File: src/rtl/ram_reader_pkg.sv
// ram_reader_pkg: shared types and constants for the result RAM reader.
// No ports. Holds the FSM state encoding, the buffer depth and the beat width helper.
package ram_reader_pkg;

   typedef enum logic [1:0] {
      IDLE  = 2'd0,
      RUN   = 2'd1,
      DRAIN = 2'd2,
      DONE  = 2'd3
   } state_t;

   localparam int BUF_DEPTH = 3;
   localparam int CNT_W     = 2;

   function automatic int beat_w(input int bw);
      return 2 * bw;
   endfunction

endpackage

File: src/rtl/reader_fifo.sv
// reader_fifo: 3-entry FIFO carrying one beat of data plus a last sideband bit.
// Ports: clk, rst (async active-low), push/push_data/push_last, pop, count, head_data/head_last.
module reader_fifo
   import ram_reader_pkg::*;
#(
   parameter int DW = 16
)(
   input  logic             clk,
   input  logic             rst,
   input  logic             push,
   input  logic [DW-1:0]    push_data,
   input  logic             push_last,
   input  logic             pop,
   output logic [CNT_W-1:0] count,
   output logic [DW-1:0]    head_data,
   output logic             head_last
);

   logic [DW:0]      mem [BUF_DEPTH];
   logic [CNT_W-1:0] rd_ptr;
   logic [CNT_W-1:0] wr_ptr;
   logic             pop_ok;
   logic             push_ok;

   function automatic logic [CNT_W-1:0] inc(input logic [CNT_W-1:0] p);
      return (p == CNT_W'(BUF_DEPTH - 1)) ? '0 : p + CNT_W'(1);
   endfunction

   assign pop_ok  = pop && (count != '0);
   // a full buffer may still accept a push when the head leaves this cycle
   assign push_ok = push && ((count != CNT_W'(BUF_DEPTH)) || pop_ok);

   always_ff @(posedge clk or negedge rst) begin
      if (!rst) begin
         rd_ptr <= '0;
         wr_ptr <= '0;
         count  <= '0;
         for (int i = 0; i < BUF_DEPTH; i++)
            mem[i] <= '0;
      end else begin
         if (push_ok) begin
            mem[wr_ptr] <= {push_last, push_data};
            wr_ptr      <= inc(wr_ptr);
         end
         if (pop_ok)
            rd_ptr <= inc(rd_ptr);
         if (push_ok && !pop_ok)
            count <= count + CNT_W'(1);
         else if (pop_ok && !push_ok)
            count <= count - CNT_W'(1);
      end
   end

   assign {head_last, head_data} = mem[rd_ptr];

endmodule

File: src/rtl/ram_result_reader.sv
// ram_result_reader: reads NUM_PAIRS word pairs from a dual-port result RAM and streams
// them out as {qb,qa} beats. Ports: clk, rst (async active-low), start/base_addr,
// busy/done, ram_re/ram_addra/ram_addrb/ram_qa/ram_qb, out_valid/out_ready/out_data/out_last.
// Option macro READ_CHECKSUM_EN adds a checksum output (sum of qa+qb over sent beats).
module ram_result_reader
   import ram_reader_pkg::*;
#(
   parameter int BITWIDTH  = 8,
   parameter int ADDRWIDTH = 4,
   parameter int NUM_PAIRS = 8
)(
   input  logic                         clk,
   input  logic                         rst,
   input  logic                         start,
   input  logic [ADDRWIDTH-1:0]         base_addr,
   output logic                         busy,
   output logic                         done,
   output logic                         ram_re,
   output logic [ADDRWIDTH-1:0]         ram_addra,
   output logic [ADDRWIDTH-1:0]         ram_addrb,
   input  logic [BITWIDTH-1:0]          ram_qa,
   input  logic [BITWIDTH-1:0]          ram_qb,
   output logic                         out_valid,
   input  logic                         out_ready,
   output logic [beat_w(BITWIDTH)-1:0]  out_data,
   output logic                         out_last
`ifdef READ_CHECKSUM_EN
   ,
   output logic [BITWIDTH-1:0]          checksum
`endif
);

   localparam int BW2 = beat_w(BITWIDTH);
   localparam logic [ADDRWIDTH-1:0] LAST_IDX = ADDRWIDTH'(NUM_PAIRS - 1);

   state_t               state;
   state_t               state_nxt;
   logic [ADDRWIDTH-1:0] base_reg;
   logic [ADDRWIDTH-1:0] issue_cnt;
   logic [ADDRWIDTH-1:0] beat_cnt;
   logic [ADDRWIDTH-1:0] raw_addr;
   logic                 rd_pend;
   logic                 rd_last;
   logic                 last_issue;
   logic                 accept;
   logic                 xfer;
   logic [CNT_W-1:0]     fifo_count;

   assign accept     = (state == IDLE) && start;
   assign last_issue = (issue_cnt == LAST_IDX);
   assign out_valid  = (fifo_count != '0);
   assign xfer       = out_valid && out_ready;

   always_ff @(posedge clk or negedge rst) begin
      if (!rst)
         state <= IDLE;
      else
         state <= state_nxt;
   end

   always_comb begin
      state_nxt = state;
      unique case (state)
         IDLE:    if (start) state_nxt = RUN;
         RUN:     if (ram_re && last_issue) state_nxt = DRAIN;
         DRAIN:   if (xfer && (beat_cnt == LAST_IDX)) state_nxt = DONE;
         DONE:    state_nxt = IDLE;
         default: state_nxt = IDLE;
      endcase
   end

   // issue only from registered occupancy so out_ready never reaches ram_re
   always_comb begin
      busy   = (state != IDLE);
      done   = (state == DONE);
      ram_re = (state == RUN) &&
               (({1'b0, fifo_count} + {2'b00, rd_pend}) < 3'(BUF_DEPTH));
   end

   always_ff @(posedge clk or negedge rst) begin
      if (!rst) begin
         base_reg  <= '0;
         issue_cnt <= '0;
         beat_cnt  <= '0;
         rd_pend   <= 1'b0;
         rd_last   <= 1'b0;
      end else begin
         rd_pend <= ram_re;
         rd_last <= ram_re && last_issue;
         if (accept) begin
            base_reg  <= base_addr;
            issue_cnt <= '0;
            beat_cnt  <= '0;
         end else begin
            if (ram_re)
               issue_cnt <= issue_cnt + ADDRWIDTH'(1);
            if (xfer)
               beat_cnt <= beat_cnt + ADDRWIDTH'(1);
         end
      end
   end

   // address wraps naturally through the ADDRWIDTH-bit add
   assign raw_addr  = base_reg + {issue_cnt[ADDRWIDTH-2:0], 1'b0};
   assign ram_addra = ram_re ? raw_addr : '0;
   assign ram_addrb = ram_re ? raw_addr + ADDRWIDTH'(1) : '0;

   reader_fifo #(
      .DW(BW2)
   ) u_fifo (
      .clk       (clk),
      .rst       (rst),
      .push      (rd_pend),
      .push_data ({ram_qb, ram_qa}),
      .push_last (rd_last),
      .pop       (xfer),
      .count     (fifo_count),
      .head_data (out_data),
      .head_last (out_last)
   );

`ifdef READ_CHECKSUM_EN
   always_ff @(posedge clk or negedge rst) begin
      if (!rst)
         checksum <= '0;
      else if (accept)
         checksum <= '0;
      else if (xfer)
         checksum <= checksum + out_data[BITWIDTH-1:0] + out_data[BW2-1:BITWIDTH];
   end
`endif

endmodule

File: config.mk
export PLATFORM = sky130hd
export DESIGN_NAME = ram_result_reader
export DESIGN_NICKNAME = d
export VERILOG_FILES = /design/src/rtl/ram_reader_pkg.sv /design/src/rtl/reader_fifo.sv /design/src/rtl/ram_result_reader.sv
export SDC_FILE = /design/constraint.sdc
export NUM_CORES = 1
export LEC_CHECK = 0
export ABC_AREA = 1
export ABC_CLOCK_PERIOD_IN_PS = 3050
export BUFFER_PORTS_ARGS = -buffer_cell sky130_fd_sc_hd__buf_2
export CORE_UTILIZATION = 60
export CTS_BUF_LIST = sky130_fd_sc_hd__clkbuf_4 sky130_fd_sc_hd__clkbuf_8
export CTS_CLUSTER_SIZE = 8
export DETAILED_ROUTE_END_ITERATION = 16
export HOLD_SLACK_MARGIN = 0.03
export PLACE_DENSITY = 0.93
export SYNTH_ARGS = -nofsm -noshare
export SYNTH_HDL_FRONTEND = slang
export SYNTH_SLANG_ARGS = --single-unit
File: constraint.sdc
create_clock -name clk -period 3.05 [get_ports clk]
set_input_delay 0.61 -clock clk [delete_from_list [all_inputs] [get_ports clk]]
set_output_delay 0.61 -clock clk [all_outputs]
set_load 0.02 [all_outputs]
==> results of run 1 <==
-- area by class of cell --
cell class                      count  area (sq um)
Clock buffer                        9           124
Clock inverter                      7          78.8
Fill cell                         412          1580
Inverter                           60           225
Multi-Input combinational cell    258          1360
Sequential cell                    73          1830
Tap cell                           72          90.1
Timing Repair Buffer               55           283
-- worst paths after layout --
path	start	end	slack [ns]	depth (start not counted)
max	issue_cnt[0]	ram_addrb[3]	0.34	9
min	rst	u_fifo.mem[16]	0.34	1
max reg2reg	u_fifo.count[0]	state[0]	1.28	8
min reg2reg	issue_cnt[3]	issue_cnt[3]	0.47	1
max in group asynchronous	rst	u_fifo.mem[39]	1.95	2
min in group clk	base_addr[3]	base_reg[3]	0.46	3
-- cell families after synthesis --
family,count (synthesis),synth area share
simple gates,150,0.181
fa+ha+maj,13,0.0486
xor+xnor,6,0.0150
buf+inv,75,0.0914
compound gates,89,0.143
flops,73,0.521
-- worst max-delay path, cell delays in order, from the launching register on --
cell	delay [ns]
dfrtp_1	0.42
ha_1	0.19
inv_1	0.06
fa_1	0.46
nor2_1	0.16
nand2_1	0.10
nand2_1	0.07
nand2_1	0.04
nor2_1	0.08
buf_2	0.16
-- synthesized netlist by cell type (3+ instances only) --
cell and number:
nand2_1 113, dfrtp_1 73, o21ai_0 62, inv_1 59
nor2_1 17, o211ai_1 17, ha_1 12, nand3_1 9
a21oi_1 5, buf_2 5, buf_4 4, nand3_4 3
o21ai_1 3, xnor2_1 3, xor2_1 3
-- metal layers --
| layer | GRT usage | wire length [microns] |
|---|---|---|
| met5 | 0 | 0 |
| met4 | 0.0981 | 133 |
| met3 | 0.0651 | 371 |
| met1 | 0.298 | 2930 |
| met2 | 0.439 | 3550 |
-- through the flow --
| step | total power, W | instance area [sq um] | utilization | cells |
|---|---|---|---|---|
| 6_report | 0.00440 | 3990 | 0.716 | 534 |
| 5_1_grt | 0.00474 | 3990 | 0.716 | 534 |
| 4_1_cts | 0.00441 | 3990 | 0.715 | 534 |
| 3_5_place_dp | 0.00364 | 3780 | 0.679 | 518 |
| 3_3_place_gp | 0.00351 | 3780 | 0.679 | 518 |
| 2_1_floorplan | 0.00308 | 3500 | - | 406 |
-- cell usage in the layout (no fill, tap or decap), types with 2 or more instances in the layout --
cell type / synthesis / routed
nand2_1: 113 / 113
buf_2: 5 / 52
nand4_1: 2 / 2
buf_4: 4 / 3
a21oi_1: 5 / 5
clkinvlp_4: 0 / 3
o21ai_0: 62 / 62
o211ai_1: 17 / 17
xor2_1: 3 / 3
xnor2_1: 3 / 3
o21ai_1: 3 / 3
ha_1: 12 / 12
nor2_1: 17 / 17
nand3_1: 9 / 8
dfrtp_1: 73 / 73
clkbuf_8: 0 / 9
clkinv_4: 0 / 2
or2_2: 2 / 2
nand3_4: 3 / 3
inv_1: 59 / 59
-- power by group through the flow --
| stage | combinational, W | sequential [W] | clock (W) |
|---|---|---|---|
| after floorplan | 0.00149 | 0.00159 | 0 |
| after global placement | 0.00188 | 0.00163 | 0 |
| after detailed placement | 0.00198 | 0.00166 | 0 |
| after CTS | 0.00200 | 0.00164 | 0.000770 |
| after global routing | 0.00224 | 0.00170 | 0.000802 |
| final | 0.00199 | 0.00165 | 0.000756 |
-- what timing repair did --
action	CTS	global route
gates resized for setup	0	1
endpoints found under the setup margin	0	1
setup buffers	0	0
==> flow_metrics.env, run 1 <==
export IMPL_outcome="finished, final reports clean"
export IMPL_place_ws_ns=0.554
export IMPL_synth_edf_count=0
export IMPL_via_count=2886
export IMPL_portBuffers=52
export IMPL_p_clk_frac=0.172
export IMPL_max_freq_mhz=370
export IMPL_power_density_nw_per_um2=1100
export IMPL_track_usage=0.252
export IMPL_cts_buffers=9
export IMPL_crit_arrival_ns=2.10
export IMPL_yosys_warnings=0
export IMPL_clock_latency_ns=0.35
export IMPL_cp_data_required_time_ns=2.44
export IMPL_worst_setup_path_type="reg2out"
export IMPL_synthToLayoutAreaGrowth_pct=13.9
export IMPL_finalCritPeriodShare=0.887
export IMPL_wl_per_cell_microns=13.1
export IMPL_p_seq_frac=0.376
export IMPL_vdd_drop_max_v=0.000693
export IMPL_rsz0062_at_grt="false"
export IMPL_syn_inst=406
export IMPL_remaining_drc_errors=0
export IMPL_syn_area_sq_um=3500
export IMPL_hold_buffers=0
export IMPL_clkSlewWorstSetupHoldPaths_ns=0.08
export IMPL_ys_seq_area_frac=0.521
export IMPL_fp_coreArea_sq_um=5570
export IMPL_grt_ovfl_total=0
export IMPL_start_util=0.629
export IMPL_dieArea_sq_um=6150
export IMPL_largest_register_ff_count=51
export IMPL_worst_hold_slack_ns=0.343
export IMPL_drt_iter0_drc=203
export IMPL_viasPerCell=5.40
export IMPL_drv_cap=0
export IMPL_ys_ff_latch=73
export IMPL_synth_area_top_cells="dfrtp_1 52%, nand2_1 12%, o21ai_0 8.9%, inv_1 6.3%, ha_1 4.3%"
export IMPL_firstDrtPassIters=5
export IMPL_drt_total_wl_microns=6980
export IMPL_rows=27
export IMPL_setup_ws_ns=0.344
export IMPL_grt_max_degree=37
export IMPL_min_period_ns=2.71
export IMPL_post_route_cells_drive_above_1_share=0.173
export IMPL_p_sw_w=0.00194
export IMPL_hold_viol_final=0
export IMPL_fp_dieW_microns=78.4
export IMPL_hold_path_class="in2async"
export IMPL_antenna_found_initial=0
export IMPL_yosysTopAreaCellShare=0.521
export IMPL_diodes=0
export IMPL_start_kind="register"
export IMPL_final_setup_skew_ns=0.00954
export IMPL_largest_register="u_fifo.mem"
export IMPL_yosys_area_top_type="dfrtp_1"
export IMPL_grt_pass1_wl_microns=11800
export IMPL_slew_headroom=0.471
export IMPL_synth_distinct_cells=28
export IMPL_ant_nets=0
export IMPL_combinationalPowerShare=0.452
export IMPL_io_pins=53
export IMPL_setup_tns_ns=0
export IMPL_crit_fanout=4
export IMPL_internal_power_w=0.00246
export IMPL_synthFlopType="dfrtp_1"
export IMPL_cts_sinks=73
export IMPL_slew_violations=0
export IMPL_setup_viol=0
export IMPL_h_tree_depth=3
export IMPL_p_sw_frac=0.441
export IMPL_layout_nets=494
export IMPL_syn_avg_cell_area_sq_um=8.63
export IMPL_cts_buffer_depth=2
export IMPL_routabilityCongestion=0.791
export IMPL_p_leak_nw=2.06
export IMPL_worst_slew_pin_slew_ns=0.793
export IMPL_async_reset_ff_frac=1.00
export IMPL_die_h_microns=78.4
export IMPL_cts_tree="done"
export IMPL_cp_end_kind="output port"
export IMPL_grt_pass1_vias=2709
export IMPL_cts_root_buf="clkbuf_8"
export IMPL_syn_num_nets=443
export IMPL_dpl_hpwl_microns=4650
(Power assumes the default switching activity.)
==> run 2, diff against run 1 <==
- GPL_TIMING_DRIVEN: default -> 0
- HOLD_SLACK_MARGIN: 0.03 -> 0.12
==> flow_metrics.env, run 2 (same netlist as run 1, synthesis figures left out) <==
export IMPL_cp_data_required_time_ns=2.44
export IMPL_worst_hold_slack_ns=0.382
export IMPL_multi_input_area_sq_um=1360
export IMPL_remaining_drc_errors=0
export IMPL_final_setup_skew_ns=0.00554
export IMPL_vdd_drop_max_v=0.000726
export IMPL_drt_total_wl_microns=7890
export IMPL_synthToLayoutAreaGrowth_pct=17.0
export IMPL_place_ws_ns=0.774
export IMPL_cts_sinks=73
export IMPL_diodes=0
export IMPL_layout_nets=506
export IMPL_setup_tns_ns=0
export IMPL_antenna_found_initial=0
export IMPL_via_count=2996
export IMPL_setup_viol=0
export IMPL_postCtsSetupBuffers=0
export IMPL_slowest_stage="clkbuf_1"
export IMPL_cts_buffers=9
export IMPL_largest_register_ff_count=51
export IMPL_fp_coreArea_sq_um=5570
export IMPL_r2r_end="state[1]"
export IMPL_layout_common_cells="113 x nand2_1, 73 x dfrtp_1, 62 x o21ai_0"
export IMPL_crit_arrival_ns=2.11
export IMPL_slew_violations=0
export IMPL_worst_setup_path_type="reg2out"
export IMPL_drv_cap=0
export IMPL_worstSetupEndpoint="out_data[7]"
export IMPL_cts_buffer_depth=2
export IMPL_dieArea_sq_um=6150
export IMPL_drt_iter0_drc=222
export IMPL_min_period_ns=2.72
export IMPL_post_route_cells_drive_above_1_share=0.188
export IMPL_dpl_hpwl_microns=5120
export IMPL_fp_dieW_microns=78.4
export IMPL_clock_latency_ns=0.35
export IMPL_ant_nets=0
export IMPL_firstDrtPassIters=5
export IMPL_regToRegStartpoint="u_fifo.count[0]"
export IMPL_grt_max_degree=74
export IMPL_clkSlewWorstSetupHoldPaths_ns=0.08
export IMPL_crit_chain="nor2_2 -> clkbuf_1 -> nand2_1 -> o211ai_1 -> buf_2"
export IMPL_outcome="finished, final reports clean"
export IMPL_layout_commonest_cell="nand2_1"
export IMPL_finalCritPeriodShare=0.892
export IMPL_setup_ws_ns=0.330
export IMPL_grt_pass1_wl_microns=13300
export IMPL_crit_start="u_fifo.rd_ptr[1]"
export IMPL_fillCellCount=386
export IMPL_cts_root_buf="clkbuf_8"
export IMPL_cp_end_kind="output port"
export IMPL_seqCellArea_sq_um=1830
export IMPL_wl_per_cell_microns=14.5
export IMPL_max_freq_mhz=368
export IMPL_worst_slew_pin_slew_ns=0.899
export IMPL_largest_register="u_fifo.mem"
export IMPL_p_leak_nw=2.12
export IMPL_h_tree_depth=3
export IMPL_grt_ovfl_total=0
export IMPL_rows=27
export IMPL_reg2reg_depth=8
export IMPL_track_usage=0.286
export IMPL_hold_viol_final=0
export IMPL_hold_buffers=0
export IMPL_power_density_nw_per_um2=1130
export IMPL_start_util=0.629
export IMPL_viasPerCell=5.49
export IMPL_die_h_microns=78.4
export IMPL_grt_pass1_vias=2952
export IMPL_start_kind="register"
export IMPL_cts_resized=0
export IMPL_io_pins=53
export IMPL_rsz0062_at_grt="false"
export IMPL_reg2reg_slack_ns=1.25
export IMPL_crit_fanout=10
export IMPL_cts_tree="done"
export IMPL_slew_headroom=0.400
export IMPL_routabilityCongestion=0.780
export IMPL_hold_path_class="in2async"
export IMPL_slowest_delay_ns=0.46
export IMPL_portBuffers=52
[run 2: where the power goes]
group / total [W] / switching, W / internal (W)
sequential: 0.00165 / 0.000271 / 0.00138
clock: 0.000914 / 0.000371 / 0.000543
combinational: 0.00208 / 0.00135 / 0.000733
total: 0.00465 / 0.00199 / 0.00266
[run 2: area by class of cell]
class	instances	share of cell area
clock buffer	9	0.0302
timing repair buffer	52	0.0641
clock inverter	7	0.0290
sequential	73	0.446
tap	72	0.0220
buffer	15	0.0232
multi-input combinational	258	0.331
inverter	60	0.0549
[run 2: how the worst min path moves through the flow]
stage,cells after the start,from,to
2_1_floorplan,0,rst,base_reg[0]
3_3_place_gp,1,issue_cnt[3],issue_cnt[3]
3_5_place_dp,1,issue_cnt[3],issue_cnt[3]
4_1_cts,1,rst,u_fifo.mem[42]
5_1_grt,3,base_addr[3],base_reg[3]
6_report,1,rst,u_fifo.mem[37]
[run 2: worst max-delay path, delay by kind of cell (launching register included)]
family,cells,cell delay (ns)
flops,1,0.42
simple gates,2,0.53
buf+inv,2,0.66
compound gates,1,0.15
[run 2: layer usage]
| layer | track usage | vias up | share of wire |
|---|---|---|---|
| li1 | - | 1415 | - |
| met1 | 0.352 | 1426 | 0.40 |
| met2 | 0.472 | 129 | 0.51 |
| met3 | 0.0430 | 26 | 0.063 |
| met4 | 0.181 | 0 | 0.033 |
| met5 | 0 | - | 0 |
[run 2: stage by stage]
| step | total power (W) | util | std cells | cell area, sq um |
|---|---|---|---|---|
| 6_report | 0.00465 | 0.736 | 546 | 4100 |
| 5_1_grt | 0.00499 | 0.736 | 546 | 4100 |
| 4_1_cts | 0.00465 | 0.736 | 546 | 4100 |
| 3_5_place_dp | 0.00370 | 0.692 | 530 | 3860 |
| 3_3_place_gp | 0.00358 | 0.692 | 530 | 3850 |
| 2_1_floorplan | 0.00308 | - | 406 | 3500 |
==> run 3, diff against run 2 <==
- HOLD_SLACK_MARGIN: 0.12 -> default
- SYNTH_HIERARCHICAL: default -> 1
==> flow_metrics.env, run 3 <==
export IMPL_cts_buffer_depth=2
export IMPL_layout_nets=565
export IMPL_max_freq_mhz=370
export IMPL_rows=28
export IMPL_cp_end_kind="output port"
export IMPL_synth_distinct_cells=27
export IMPL_layout_commonest_cell="nand2_1"
export IMPL_worst_setup_path_type="reg2out"
export IMPL_min_period_ns=2.70
export IMPL_synthToLayoutAreaGrowth_pct=15.1
export IMPL_largest_register="u_fifo/mem"
export IMPL_wl_per_cell_microns=15.2
export IMPL_drt_iter0_drc=416
export IMPL_synth_compound_area_share=0.0241
export IMPL_dpl_hpwl_microns=6340
export IMPL_slew_violations=0
export IMPL_layout_common_cells="191 x nand2_1, 73 x dfrtp_1, 56 x nand4_1"
export IMPL_hold_viol_final=0
export IMPL_synth_simple_gate_area_share=0.373
export IMPL_remaining_drc_errors=0
export IMPL_crit_arrival_ns=2.09
export IMPL_slew_headroom=0.397
export IMPL_finalCritPeriodShare=0.886
export IMPL_hold_buffers=0
export IMPL_grt_pass1_vias=3399
export IMPL_cts_sinks=73
export IMPL_setup_viol=0
export IMPL_via_count=3549
export IMPL_dieArea_sq_um=6640
export IMPL_outcome="finished, final reports clean"
export IMPL_synth_top_family_by_area="simple AND/OR/NAND/NOR gates"
export IMPL_ys_seq_area_frac=0.482
export IMPL_cp_data_required_time_ns=2.44
export IMPL_p_leak_nw=2.37
export IMPL_worst_slew_pin_slew_ns=0.905
export IMPL_synth_xor_area_frac=0.0115
export IMPL_final_core_util=0.725
export IMPL_yosys_area_top_type="dfrtp_1"
export IMPL_io_pins=53
export IMPL_grt_pass1_wl_microns=15200
export IMPL_fp_dieW_microns=81.5
export IMPL_yosys_warnings=6
export IMPL_slowest_delay_ns=0.46
export IMPL_die_h_microns=81.5
export IMPL_synth_area_top_cells="dfrtp_1 48%, nand2_1 19%, nand4_1 9.2%, ha_1 4.0%, nand3_1 3.4%"
export IMPL_crit_top_cell="nand2_1"
export IMPL_async_reset_ff_frac=1.00
export IMPL_synthMuxAreaShare=0
export IMPL_post_route_cells_drive_above_1_share=0.189
export IMPL_clkSlewWorstSetupHoldPaths_ns=0.08
export IMPL_vdd_drop_max_v=0.000629
export IMPL_grt_ovfl_total=0
export IMPL_syn_num_nets=502
export IMPL_hold_path_class="in2async"
export IMPL_syn_area_sq_um=3790
export IMPL_synth_most_common_cell="nand2_1"
export IMPL_drt_total_wl_microns=9230
export IMPL_crit_fanout=5
export IMPL_ant_nets=0
export IMPL_portBuffers=52
export IMPL_cts_resized=0
export IMPL_track_usage=0.305
export IMPL_power_w=0.00485
export IMPL_ys_ff_latch=73
export IMPL_worst_hold_slack_ns=0.372
export IMPL_clock_latency_ns=0.36
export IMPL_drv_cap=0
export IMPL_start_util=0.630
export IMPL_fp_coreArea_sq_um=6030
export IMPL_synthFlopType="dfrtp_1"
export IMPL_setup_tns_ns=0
export IMPL_crit_chain="ha_1 -> inv_1 -> fa_1 -> nor2_1 -> nand2_1 -> nand2_1 -> nand2_1 -> nor2_2 -> buf_2"
export IMPL_rsz0062_at_grt="false"
export IMPL_final_setup_skew_ns=0.0151
export IMPL_cts_tree="done"
export IMPL_diodes=0
export IMPL_viasPerCell=5.84
export IMPL_syn_inst=465
export IMPL_yosysTopAreaCellShare=0.482
export IMPL_slowest_stage="fa_1"
export IMPL_firstDrtPassIters=6
export IMPL_synth_edf_count=0
export IMPL_syn_avg_cell_area_sq_um=8.16
export IMPL_grt_max_degree=74
export IMPL_h_tree_depth=3
export IMPL_start_kind="register"
export IMPL_cts_root_buf="clkbuf_8"
export IMPL_antenna_found_initial=0
export IMPL_postCtsSetupBuffers=0
export IMPL_synth_adder_area_share=0.0449
export IMPL_largest_register_ff_count=51
export IMPL_routabilityCongestion=0.856
export IMPL_power_density_nw_per_um2=1110
export IMPL_yosys_top_cells_count="191 x nand2_1, 73 x dfrtp_1, 56 x nand4_1"
export IMPL_cts_buffers=9
run 3: changes by cell type after synthesis, sizes merged, moves of 2 or more:
cell	delta
nand2	+78
nand4	+54
o21ai	-52
inv	-27
nand3	+20
o211ai	-17
clkbuf	+7
a21oi	-2
nor2	+2
run 3: report_power, final:
group          internal, W  leakage (nW)  switching, W  total, W
Clock             0.000460         0.113      0.000370  0.000830
Sequential         0.00136         0.932      0.000303   0.00167
Combinational     0.000765          1.32       0.00159   0.00235
run 3: stage by stage:
step	instance area, sq um	instances	setup slack [ns]
2_1_floorplan	3790	465	0.843
3_3_place_gp	4150	592	0.786
3_5_place_dp	4150	592	0.723
4_1_cts	4370	608	0.326
5_1_grt	4370	608	0.240
6_report	4370	608	0.348
run 3: critical path, delay by kind of cell, from the launching register on:
family,cells,cell delay [ns]
fa+ha+maj,2,0.69
simple gates,5,0.37
flops,1,0.45
buf+inv,2,0.24
run 3: kinds of logic (layout without fill, tap and decap cells):
logic type / after synthesis / in the layout
simple gates: 303 / 303
xor+xnor: 5 / 5
fa+ha+maj: 13 / 13
flops: 73 / 73
buf+inv: 55 / 123
compound gates: 16 / 16
run 3: path summary, 6_finish.rpt:
kind	start	endpoint	slack [ns]	cells past startpoint
setup / recovery	issue_cnt[0]	ram_addrb[3]	0.35	9
hold / removal	rst	u_fifo/mem[22]	0.37	1
setup reg to reg	u_fifo/count[0]	u_fifo/count[1]	1.01	11
hold reg to reg	u_fifo/mem[39]	u_fifo/mem[39]	0.47	2
max in group asynchronous	rst	u_fifo/count[0]	2.07	1
min in group clk	base_addr[3]	base_reg[3]	0.46	3
run 3: final cells by class:
class / instances / area [sq um]
multi-input combinational: 337 / 1720
timing repair buffer: 52 / 263
fill: 425 / 1660
inverter: 32 / 120
tap: 75 / 93.8
buffer: 23 / 125
sequential: 73 / 1830
clock inverter: 7 / 92.6
clock buffer: 9 / 124
run 3: per-layer routing:
metal  part of all wire  up-vias  global-route usage
li1                   -     1654                   -
met1               0.40     1678               0.382
met2               0.50      185               0.505
met3              0.075       32              0.0511
met4              0.026        0               0.163
met5                  0        -                   0
